### config.mk
export PLATFORM = sky130hd
export DESIGN_NAME = cpu_ctrl
export DESIGN_NICKNAME = d
export VERILOG_FILES = /design/src/rtl/cpu_ctrl.sv
export SDC_FILE = /design/constraint.sdc
export NUM_CORES = 1
export LEC_CHECK = 0
export BUFFER_PORTS_ARGS = -buffer_cell sky130_fd_sc_hd__buf_2
export CORE_UTILIZATION = 50
export CTS_BUF_LIST = sky130_fd_sc_hd__clkbuf_16
export DETAILED_ROUTE_END_ITERATION = 12
export PLACE_DENSITY = 0.74
export RECOVER_POWER = 100
export SKIP_LAST_GASP = 1
export SLEW_MARGIN = 20
export SYNTH_ARGS = -nofsm -noshare
export SYNTH_HDL_FRONTEND = slang
export SYNTH_SLANG_ARGS = --single-unit
### constraint.sdc
create_clock -name clk -period 1.9 [get_ports clk]
set_input_delay 0 -clock clk [delete_from_list [all_inputs] [get_ports clk]]
set_output_delay 0 -clock clk [all_outputs]
set_load 0.03 [all_outputs]
### src/rtl/cpu_ctrl.sv
// cpu_ctrl: multi-cycle fetch/decode/execute controller with a 4x8 register file driving an external ALU.
// Optional macro CTRL_SINGLE_STEP_EN adds a step input and a PAUSE state between instructions.
`default_nettype none
module cpu_ctrl #(
  parameter int PC_W = 8
) (
  input  logic            clk,
  input  logic            rst_n,
  output logic [PC_W-1:0] imem_addr,
  output logic            imem_req,
  input  logic            imem_ack,
  input  logic [7:0]      imem_rdata,
  output logic [7:0]      alu_rs1,
  output logic [7:0]      alu_rs2,
  output logic [2:0]      alu_opcode,
  output logic            alu_en,
  input  logic [7:0]      alu_rd,
  input  logic            alu_is_zero,
  output logic [7:0]      out_data,
  output logic            out_valid,
  input  logic            out_ready,
  output logic            halted
`ifdef CTRL_SINGLE_STEP_EN
  ,
  input  logic            step
`endif
);

  localparam logic [2:0] OP_NOP  = 3'd0;
  localparam logic [2:0] OP_LDI  = 3'd1;
  localparam logic [2:0] OP_ADD  = 3'd2;
  localparam logic [2:0] OP_AND  = 3'd3;
  localparam logic [2:0] OP_XOR  = 3'd4;
  localparam logic [2:0] OP_JZ   = 3'd5;
  localparam logic [2:0] OP_OUT  = 3'd6;

  typedef enum logic [2:0] {
    S_FETCH     = 3'd0,
    S_DECODE    = 3'd1,
    S_FETCH_IMM = 3'd2,
    S_EXEC      = 3'd3,
    S_OUT_WAIT  = 3'd4,
    S_HALTED    = 3'd5
`ifdef CTRL_SINGLE_STEP_EN
    ,
    S_PAUSE     = 3'd6
`endif
  } state_t;

  // S_DONE is where every completed instruction lands; S_INIT is the post-reset state.
`ifdef CTRL_SINGLE_STEP_EN
  localparam state_t S_DONE = S_PAUSE;
  localparam state_t S_INIT = S_PAUSE;
`else
  localparam state_t S_DONE = S_FETCH;
  localparam state_t S_INIT = S_FETCH;
`endif

  state_t          r_state;
  state_t          w_state_nxt;
  logic [PC_W-1:0] r_pc;
  logic [7:0]      r_ir;
  logic [7:0]      r_imm;
  logic [7:0]      r_regs [4];
  logic [2:0]      w_op;
  logic [1:0]      w_ra;
  logic [1:0]      w_rb;
  logic            w_unused_ir4;

  assign w_op         = r_ir[7:5];
  assign w_ra         = r_ir[3:2];
  assign w_rb         = r_ir[1:0];
  assign w_unused_ir4 = r_ir[4];

  always_ff @(posedge clk or negedge rst_n) begin
    if (!rst_n) r_state <= S_INIT;
    else        r_state <= w_state_nxt;
  end

  always_comb begin
    w_state_nxt = r_state;
    case (r_state)
      S_FETCH:     if (imem_ack) w_state_nxt = S_DECODE;
      S_DECODE: begin
        case (w_op)
          OP_NOP:                 w_state_nxt = S_DONE;
          OP_LDI, OP_JZ:          w_state_nxt = S_FETCH_IMM;
          OP_ADD, OP_AND, OP_XOR: w_state_nxt = S_EXEC;
          OP_OUT:                 w_state_nxt = S_OUT_WAIT;
          default:                w_state_nxt = S_HALTED;
        endcase
      end
      S_FETCH_IMM: if (imem_ack) w_state_nxt = (w_op == OP_LDI) ? S_DONE : S_EXEC;
      S_EXEC:      w_state_nxt = S_DONE;
      S_OUT_WAIT:  if (out_ready) w_state_nxt = S_DONE;
      S_HALTED:    w_state_nxt = S_HALTED;
`ifdef CTRL_SINGLE_STEP_EN
      S_PAUSE:     if (step) w_state_nxt = S_FETCH;
`endif
      default:     w_state_nxt = S_INIT;
    endcase
  end

  always_ff @(posedge clk or negedge rst_n) begin
    if (!rst_n) begin
      r_pc  <= '0;
      r_ir  <= '0;
      r_imm <= '0;
      for (int i = 0; i < 4; i++) r_regs[i] <= '0;
    end else begin
      case (r_state)
        S_FETCH: begin
          if (imem_ack) begin
            r_ir <= imem_rdata;
            r_pc <= r_pc + PC_W'(1);
          end
        end
        S_FETCH_IMM: begin
          if (imem_ack) begin
            r_imm <= imem_rdata;
            r_pc  <= r_pc + PC_W'(1);
            if (w_op == OP_LDI) r_regs[w_ra] <= imem_rdata;
          end
        end
        S_EXEC: begin
          if (w_op == OP_ADD || w_op == OP_AND || w_op == OP_XOR)
            r_regs[w_ra] <= alu_rd;
          else if (w_op == OP_JZ && alu_is_zero)
            r_pc <= PC_W'(r_imm);
        end
        default: ;
      endcase
    end
  end

  // The request is gated by rst_n so it drops the instant reset asserts, even though
  // the reset state itself is a fetch state.
  always_comb begin
    imem_addr  = r_pc;
    imem_req   = rst_n && (r_state == S_FETCH || r_state == S_FETCH_IMM);
    alu_en     = (r_state == S_EXEC);
    alu_opcode = alu_en ? w_op : 3'd0;
    alu_rs1    = alu_en ? r_regs[w_ra] : 8'd0;
    alu_rs2    = alu_en ? r_regs[w_rb] : 8'd0;
    out_valid  = (r_state == S_OUT_WAIT);
    out_data   = out_valid ? r_regs[w_ra] : 8'd0;
    halted     = (r_state == S_HALTED);
  end

endmodule
`default_nettype wire

==> impl_metrics.tcl <==
set metrics [dict create \
    setup_tns_ns 0 \
    synthMuxAreaShare_pct 28.5 \
    grt_pass1_vias 2507 \
    mostFrequentLayoutCell "dfrtp_1" \
    async_flop_share_pct 100 \
    start_util_pct 52.1 \
    slowest_stage "mux4_2" \
    synth_adder_area_share_pct 0.378 \
    placed_area_um2 3860 \
    postCtsSetupRepairBufs 0 \
    die_w_um 83.3 \
    via_per_inst 5.73 \
    p_per_area_nw_per_um2 1720 \
    area_growth_pct 27.2 \
    coreArea_um2 6350 \
    finalCritPeriodShare_pct 96.9 \
    fmax_mhz 543 \
    path_cells "buf_4, mux4_2, and2_1, buf_2" \
    wl_mm 7.76 \
    hpwlAfterDp_mm 5.32 \
    rsz0062_at_grt "yes" \
    drt-wirelength-per-cell_um 17.5 \
    synthFlopType "dfrtp_1" \
    fin_hold_ws_ns 0.0116 \
    final_max_slew_viol_count 0 \
    drtPass1Iterations 4 \
    grt_overflow 0 \
    grt_use_total_pct 23.8 \
    synth-xor-area-share_pct 0.265 \
    ios 60 \
    grt_pass1_wl_mm 12.7 \
    setup_viol 0 \
    die_area_um2 6940 \
    synth_compound_area_share_pct 8.29 \
    cp-end-kind "primary output" \
    insertion_delay_ns 0.32 \
    final_antenna_net_count 0 \
    max_cap_violations 0 \
    path_class "flip-flop to primary output" \
    htreeDepth 3 \
    vias 2543 \
    power_uw 7230 \
    drc 0 \
    cts_made_buffers 9 \
    path_clk_slew_ns 0.05 \
    chipHeight_um 83.3 \
    p_leak_uw 0.00197 \
    min_period_ns 1.84 \
    cp_data_arrival_time_ns 1.84 \
    tritoncts "yes" \
    yosys_warnings 0 \
    drive_above_1_share_pct 43.9 \
    num_rows 29 \
    antenna_found_initial 0 \
    hold_viol_final 0 \
    clock_tree.root_cell "clkbuf_16" \
    routabilityCongestion 0.796 \
    syn_nets 293 \
    final_net_count 385 \
    syn_avg_cell_area_um2 12.2 \
    ir_worst_vdd_uv 810 \
    relSlewSlack_pct 51.6 \
    clk_path_buf_depth 2 \
    outcome "complete, no violations" \
    synth_top_family_by_area "multiplexers" \
    drt_iter0_drc 177 \
    cts.sinks 58 \
    worstPathMaxFanout 7 \
    ys_seq_area_share_pct 43.9 \
    utilization_pct 66.2 \
    hold_class "input pin to flip-flop" \
    tightest_slew_ns 0.725 \
    synthSimpleGateAreaFrac_pct 15.5 \
    critPathRequiredTime_ns 1.90 \
    port_buffers 59 \
    synth_area_um2 3310 \
    final_cell_mix "dfrtp_1 (56), buf_2 (48), mux2_2 (39)" \
    grt_max_degree 59 \
    critPathMaxStageDelay_ns 0.53 \
    skew_ns 0.00418 \
    synth_edf_count 0 \
    synth_cells 271 \
    synth_seq_cells 58 \
    n_antenna_cell 0 \
    final_cell_area_um2 4210 \
    critPathLaunchType "flip-flop" \
    synth_cell_types 43 \
]
path summary, 6_finish.rpt:
kind | cells after the start | end | slack, ns | start
worst max-delay path | 4 | alu_rs1[3] | 0.06 | r_ir[2]
worst min-delay path | 3 | r_state[0] | 0.01 | imem_ack
worst max register to register | 7 | imem_addr[3] | 0.07 | r_state[1]
worst min register to register | 1 | r_imm[3] | 0.50 | r_imm[3]
max in group asynchronous | 3 | r_ir[0] | 0.90 | rst_n
min in group asynchronous | 3 | r_regs[21] | 0.48 | rst_n
synth_stat cells, types with 2 or more instances:
cell	count	share of area (%)
and2_1	28	5.3
buf_4	2	0.45
a31oi_1	2	0.38
o32ai_4	3	2.5
nor2_1	6	0.68
nor2b_1	2	0.38
mux2_2	39	13
mux2_4	8	3.6
and3_1	2	0.38
clkbuf_1	7	0.79
nor3b_1	2	0.45
buf_6	2	0.68
o22ai_1	3	0.57
nand3_1	10	1.5
a21oi_1	13	2.0
mux4_2	16	11
inv_1	4	0.45
o21ai_0	4	0.61
nor3_1	3	0.45
nand2_1	32	3.6
dfrtp_1	58	44
buf_2	4	0.61
state kept, by name (all words and copies together), names as in the netlist:
name       flops
r_ir           7
r_regs        32
imem_addr      8
r_state        3
r_imm          8
power breakdown:
group / switching (uW) / internal [uW]
Sequential: 617 / 1850
Combinational: 1660 / 1730
Clock: 529 / 851
Total: 2800 / 4430
per-stage QoR:
stage | cells | setup WS, ns
5_1_grt | 444 | -0.0105
3_3_place_gp | 419 | 0.0183
2_1_floorplan | 271 | 0.0372
6_report | 444 | 0.0593
4_1_cts | 444 | 0.0386
3_5_place_dp | 419 | -0.0756
cells by family (layout without fill, tap and decap cells):
kind of cell             Yosys count  after routing
AO/OA/AOI/OAI                     33             33
XOR/XNOR                           1              1
adder cells (fa/ha/maj)            1              1
buffers and inverters             21            117
flip-flops                        58             58
multiplexers                      64             64
AND/OR/NAND/NOR                   93             93
worst max-delay path: cells and delay by family, from the launching register on:
kind | cells | cell delay, ns
simple gates | 1 | 0.17
mux | 1 | 0.53
buf+inv | 2 | 0.38
flops | 1 | 0.45
routing by layer:
metal  global-route usage (%)  vias to the layer above  wire (um)
li1                         -                     1171          -
met1                     33.0                     1286       3480
met2                     37.3                       70       3800
met3                     3.78                       16        320
met4                     10.3                        0        156
met5                        0                        -          0
cell type report:
class,instances,area [um^2]
fillers,467,2140
repair buffers,97,617
well taps,77,96.3
inverters,5,18.8
multi-input cells,192,1770
clock inverters,6,26.3
flip-flops and latches,58,1450
clock buffers,9,225
what timing repair did:
item                                    CTS  global route
pin swaps                                 0             1
endpoints found under the setup margin   26             8
resized for setup                         3             2
hold buffers                             10             0
gates cloned                              0             0
endpoints found under the hold margin    74             0
Power figures use the tool's default switching activity.
